--- config.mk ---
export PLATFORM = sky130hd
export DESIGN_NAME = sig_div_iter
export DESIGN_NICKNAME = d
export VERILOG_FILES = /design/src/rtl/fpu_div_pkg.sv /design/src/rtl/sig_div_step.sv /design/src/rtl/sig_div_iter.sv
export SDC_FILE = /design/constraint.sdc
export NUM_CORES = 1
export LEC_CHECK = 0
export ABC_AREA = 1
export BUFFER_PORTS_ARGS = -buffer_cell sky130_fd_sc_hd__buf_2
export CORE_UTILIZATION = 38
export CTS_CLUSTER_DIAMETER = 50
export DETAILED_ROUTE_END_ITERATION = 6
export PLACE_DENSITY = 0.61
export SLEW_MARGIN = 10
export SYNTH_ARGS = -nofsm -noshare
export SYNTH_HDL_FRONTEND = slang
export SYNTH_HIERARCHICAL = 1
export SYNTH_SLANG_ARGS = --single-unit
--- constraint.sdc ---
create_clock -name clk -period 7.3 [get_ports clk]
set_clock_uncertainty 0.2 [all_clocks]
set_input_delay 0.73 -clock clk [delete_from_list [all_inputs] [get_ports clk]]
set_output_delay 0.73 -clock clk [all_outputs]
set_load 0.005 [all_outputs]
--- src/rtl/fpu_div_pkg.sv ---
// rtl/fpu_div_pkg.sv - shared state encoding and significand widths for the FPU divider
package fpu_div_pkg;

    localparam int SP_SIG_W = 24;
    localparam int DP_SIG_W = 53;

    typedef enum logic [1:0] {
        IDLE = 2'd0,
        RUN  = 2'd1,
        DONE = 2'd2
    } div_state_e;

    function automatic int ceil_div(input int num, input int den);
        return (num + den - 1) / den;
    endfunction

endpackage

--- src/rtl/sig_div_step.sv ---
// rtl/sig_div_step.sv - one combinational restoring-division bit step
module sig_div_step #(
    parameter int WIDTH = 53
) (
    input  logic [WIDTH+1:0] rem_in,
    input  logic [WIDTH-1:0] divisor,
    output logic [WIDTH+1:0] rem_out,
    output logic             q
);

    logic [WIDTH+1:0] d_ext;
    logic [WIDTH+1:0] diff;

    assign d_ext   = {2'b00, divisor};
    assign q       = (rem_in >= d_ext);
    assign diff    = q ? (rem_in - d_ext) : rem_in;
    // R < 2D holds for normalized operands, so the shifted-out bit is always zero
    assign rem_out = diff << 1;

endmodule

--- src/rtl/sig_div_iter.sv ---
// rtl/sig_div_iter.sv - iterative restoring significand divider, 1 or 2 quotient bits per cycle
module sig_div_iter
    import fpu_div_pkg::*;
#(
    parameter int WIDTH      = DP_SIG_W,
    parameter int RADIX_BITS = 1
) (
    input  logic             clk,
    input  logic             rst_n,
    input  logic             in_valid,
    output logic             in_ready,
    input  logic [WIDTH-1:0] dividend,
    input  logic [WIDTH-1:0] divisor,
    input  logic             db,
    input  logic             abort,
    output logic             out_valid,
    input  logic             out_ready,
    output logic [WIDTH+1:0] quotient,
    output logic             sticky,
    output logic             div_by_zero
);

    localparam int RW     = WIDTH + 2;
    localparam int N_DP   = ceil_div(WIDTH + 2, RADIX_BITS);
    localparam int N_SP   = ceil_div(SP_SIG_W + 2, RADIX_BITS);
    localparam int CNT_W  = $clog2(N_DP + 1);
    localparam int QACC_W = N_DP * RADIX_BITS;

    localparam logic [CNT_W-1:0] LAST_DP = CNT_W'(N_DP - 1);
    localparam logic [CNT_W-1:0] LAST_SP = CNT_W'(N_SP - 1);
    localparam logic SURP_DP = ((N_DP * RADIX_BITS) != (WIDTH + 2));
    localparam logic SURP_SP = ((N_SP * RADIX_BITS) != (SP_SIG_W + 2));
    localparam logic [RW-1:0] ONES_DP = '1;
    localparam logic [RW-1:0] ONES_SP = {{(RW - SP_SIG_W - 2){1'b0}}, {(SP_SIG_W + 2){1'b1}}};

    div_state_e state, state_next;

    logic [CNT_W-1:0]      cnt;
    logic [RW-1:0]         rem;
    logic [WIDTH-1:0]      div_r;
    logic                  db_r;
    logic [QACC_W-1:0]     qacc;
    logic [QACC_W-1:0]     qacc_next;
    logic [RW-1:0]         quotient_r;
    logic                  sticky_r;
    logic                  dbz_r;
    logic [RW-1:0]         rem_chain [RADIX_BITS+1];
    logic [RADIX_BITS-1:0] step_q;
    logic                  is_last;
    logic                  surplus;

    assign rem_chain[0] = rem;

    // Step 0 produces the more significant bit of each cycle's group
    for (genvar i = 0; i < RADIX_BITS; i++) begin : g_step
        sig_div_step #(.WIDTH(WIDTH)) u_step (
            .rem_in  (rem_chain[i]),
            .divisor (div_r),
            .rem_out (rem_chain[i+1]),
            .q       (step_q[RADIX_BITS-1-i])
        );
    end

    assign qacc_next = (qacc << RADIX_BITS) | QACC_W'(step_q);
    assign is_last   = (cnt == (db_r ? LAST_DP : LAST_SP));
    assign surplus   = db_r ? SURP_DP : SURP_SP;

    always_ff @(posedge clk or negedge rst_n) begin
        if (!rst_n) begin
            state <= IDLE;
        end else begin
            state <= state_next;
        end
    end

    always_comb begin
        state_next = state;
        case (state)
            IDLE: begin
                if (in_valid) begin
                    state_next = (divisor == '0) ? DONE : RUN;
                end
            end
            RUN: begin
                if (abort) begin
                    state_next = IDLE;
                end else if (is_last) begin
                    state_next = DONE;
                end
            end
            DONE: begin
                if (abort || out_ready) begin
                    state_next = IDLE;
                end
            end
            default: state_next = IDLE;
        endcase
    end

    always_ff @(posedge clk or negedge rst_n) begin
        if (!rst_n) begin
            cnt        <= '0;
            rem        <= '0;
            div_r      <= '0;
            db_r       <= 1'b0;
            qacc       <= '0;
            quotient_r <= '0;
            sticky_r   <= 1'b0;
            dbz_r      <= 1'b0;
        end else begin
            case (state)
                IDLE: begin
                    if (in_valid) begin
                        db_r  <= db;
                        div_r <= divisor;
                        rem   <= RW'(dividend);
                        qacc  <= '0;
                        cnt   <= '0;
                        if (divisor == '0) begin
                            quotient_r <= db ? ONES_DP : ONES_SP;
                            sticky_r   <= 1'b0;
                            dbz_r      <= 1'b1;
                        end
                    end
                end
                RUN: begin
                    if (!abort) begin
                        rem  <= rem_chain[RADIX_BITS];
                        qacc <= qacc_next;
                        cnt  <= cnt + 1'b1;
                        // Radix-2 may overshoot P+2 bits by one; that bit only feeds sticky
                        if (is_last) begin
                            quotient_r <= RW'(qacc_next >> surplus);
                            sticky_r   <= (|rem_chain[RADIX_BITS]) | (surplus & qacc_next[0]);
                            dbz_r      <= 1'b0;
                        end
                    end
                end
                default: ;
            endcase
        end
    end

    assign in_ready    = (state == IDLE);
    assign out_valid   = (state == DONE);
    assign quotient    = quotient_r;
    assign sticky      = sticky_r;
    assign div_by_zero = dbz_r;

endmodule

==> flow_summary.toml <==
[place]
place_congestion = 0.961
dpl-instance-area_sq_mm = 0.0169
port_buffers = 170
dp_hpwl_mm = 37.8

[setup_path]
critPathLaunch = "state[1]$_DFFE_PN0P_"
crit_required_ns = 7.57
rr_startpoint = "state[1]$_DFFE_PN0P_"
path_common_cell = "buf_4"
max_stage_delay_ns = 0.89
critPathLaunchType = "flip-flop"
cp_cell_sequence = "nor2_4, buf_4, inv_2, buf_4, nor3_4, nand3_1, nand2_1, inv_1"
worstSetupEndpointType = "flip-flop"
arrival_ns = 4.22
reg2reg_depth = 8
crit_type = "flip-flop to flip-flop"
critPathMaxFanout = 84
ff2ff_setup_slack_ns = 3.35
crit_slowest_cell = "nor3_4"

[finish]
syn_to_final_growth_pct = 14.4
drive_gt1_share_pct = 10.2
layout.nets = 2790
most-common-layout-cells = "nand2_1, inv_1, dfrtp_1, nor2_1, buf_2"
fin_area_sq_mm = 0.0180
nFillCells = 4413
final_common_cell = "nand2_1"

[timing]
max_slew.worst_pin.slew_ns = 1.13
fin_crit_sh_pct = 54.1
finalMaxSlewViolations = 0
tns_ns = 0
hold_violations = 0
setup_viol = 0
fmax_mhz = 253
whs_ns = 0.157
fin_crit_ns = 3.95
max_slew_margin_pct = 24.1
rsz0062_at_grt = "no"

[cts]
path_clk_slew_ns = 0.06
root_buffer = "clkbuf_16"
h-tree-depth = 1
cts_tree = "yes"
cts-buffers-inserted = 29
ctsLongestPathBuffers = 3
worstSkewPairLatency_ns = 0.58
cts_num_sinks = 228

[synth]
seq_area_frac_synth_pct = 36.3
synth_area_leaders = "dfrtp_1, nand2_1, inv_1"
netlist_area_sq_mm = 0.0157
ys_ff_latch = 228
ys_warn_count = 6
synth_area_per_cell_sq_um = 6.29
syn-instance-count = 2497
synth_nets = 2664
post-synth-top-area-fraction_pct = 36.3
synth_top_area_cell = "dfrtp_1"
yosysUniqueCellTypes = 38

[power]
vdd_drop_max_uv = 360
p_per_area_mw_per_mm2 = 560
p_leak_nw = 10.1
finalPower_mw = 10.1

[global_route]
grt_usage_pct = 23.8
grt_pass1_vias = 15000
grt_max_degree = 136
antenna_found_initial = 1
grt_pass1_wl_mm = 79.0
overflow = 0

[run]
maxCapViolCount = 0

[floorplanning]
die-area_sq_mm = 0.0421
coreArea_sq_mm = 0.0408
fp.dieW_um = 205
dieHeight_um = 205
initial_core_util_pct = 38.5
num_rows = 74
io_pins = 171

[detailed_routing]
wl_per_cell_um = 15.7
remaining_drc_errors = 0
routed_via_density = 4.82
via_count = 15300
ant_nets = 0
drt-initial-drc-count = 1003
first_pass_iters = 5
wl_mm = 49.8

[run_status]
status = "finished, final reports clean"

[worst_hold_path]
hold_class = "input port to flip-flop"
hold-path-cell-count = 3
min-delay-start = "divisor[21]"
==> per-stage QoR <==
step / util, % / instances / worst slack, ns
finish: 44.0 / 3180 / 3.35
global route: 44.0 / 3177 / 2.95
CTS: 44.0 / 3177 / 3.35
detailed placement: 41.4 / 3123 / 3.06
global placement: 41.4 / 3123 / 3.16
floorplan: - / 2497 / 4.63
==> final cells by class <==
| class | instances | area (sq um) | area share, % |
|---|---|---|---|
| Antenna cell | 3 | 7.51 | 0.0418 |
| Clock buffer | 39 | 803 | 4.47 |
| Clock inverter | 14 | 239 | 1.33 |
| Inverter | 442 | 1660 | 9.25 |
| Multi-Input combinational cell | 1742 | 7930 | 44.2 |
| Sequential cell | 228 | 5710 | 31.8 |
| Tap cell | 532 | 666 | 3.70 |
| Timing Repair Buffer | 180 | 951 | 5.29 |
==> where the power goes <==
group / leakage [nW] / total [mW] / internal, mW / switching, mW
clock: 0.515 / 1.56 / 0.983 / 0.575
combinational: 6.81 / 6.57 / 2.04 / 4.53
sequential: 2.77 / 1.93 / 1.66 / 0.269
==> per-layer routing <==
| metal | routed length [um] | track usage (%) |
|---|---|---|
| met3 | 2160 | 3.55 |
| met2 | 23100 | 39.7 |
| met4 | 1160 | 5.71 |
| met5 | 11 | 0 |
| met1 | 23400 | 32.3 |
==> cells by family after synthesis <==
logic type	share of synthesized area (%)
AND/OR/NAND/NOR	37.5
other	0.0239
flip-flops	36.3
adder cells (fa/ha/maj)	4.43
buffers and inverters	13.3
AO/OA/AOI/OAI	7.08
XOR/XNOR	1.39
==> worst max-delay path: cells and delay by family (launching register included) <==
kind | cells | cell delay, ns
and+or+nand+nor | 4 | 1.32
buffers and inverters | 4 | 1.83
DFF | 1 | 0.42
==> cells in the mapped netlist <==
cell and number:
a21o_1 1, a21oi_1 39, a21oi_2 1, a22o_1 1, a31oi_1 53, and2_1 4
buf_1 4, buf_2 30, buf_4 2, buf_6 8, clkbuf_1 41, clkinv_1 1
conb_1 1, dfrtp_1 228, fa_1 1, ha_1 54, inv_1 420, inv_2 20
inv_4 1, nand2_1 1032, nand2_2 4, nand2_4 1, nand3_1 159, nand3_2 2
nand3b_1 16, nand3b_2 1, nand4_1 12, nor2_1 208, nor2_2 8, nor2_4 1
nor3_1 11, nor3_4 1, o21ai_0 72, o21ai_1 3, o21bai_1 3, o22ai_1 26
or2_2 2, xor2_1 25
==> sequential cells by signal, indices dropped and copies added, names as in the netlist <==
register     count
quotient        55
rem             55
qacc            54
div_r           53
cnt              6
state            2
db_r             1
div_by_zero      1
sticky           1
==> worst paths after layout <==
kind,to
worst max register to register,quotient[2]$_DFFE_PN0P_
worst min register to register,quotient[39]$_DFFE_PN0P_
worst min-delay path,div_r[21]$_DFFE_PN0P_
worst max-delay path,quotient[2]$_DFFE_PN0P_
min in group asynchronous,div_r[35]$_DFFE_PN0P_
max in group asynchronous,qacc[43]$_DFFE_PN0P_
==> timing repair <==
item	CTS	global route
setup buffers	0	0
gates resized for setup	0	0
hold buffers	1	0
endpoints found under the hold margin	4	0
Note: power is estimated with default switching activity, not from simulation.
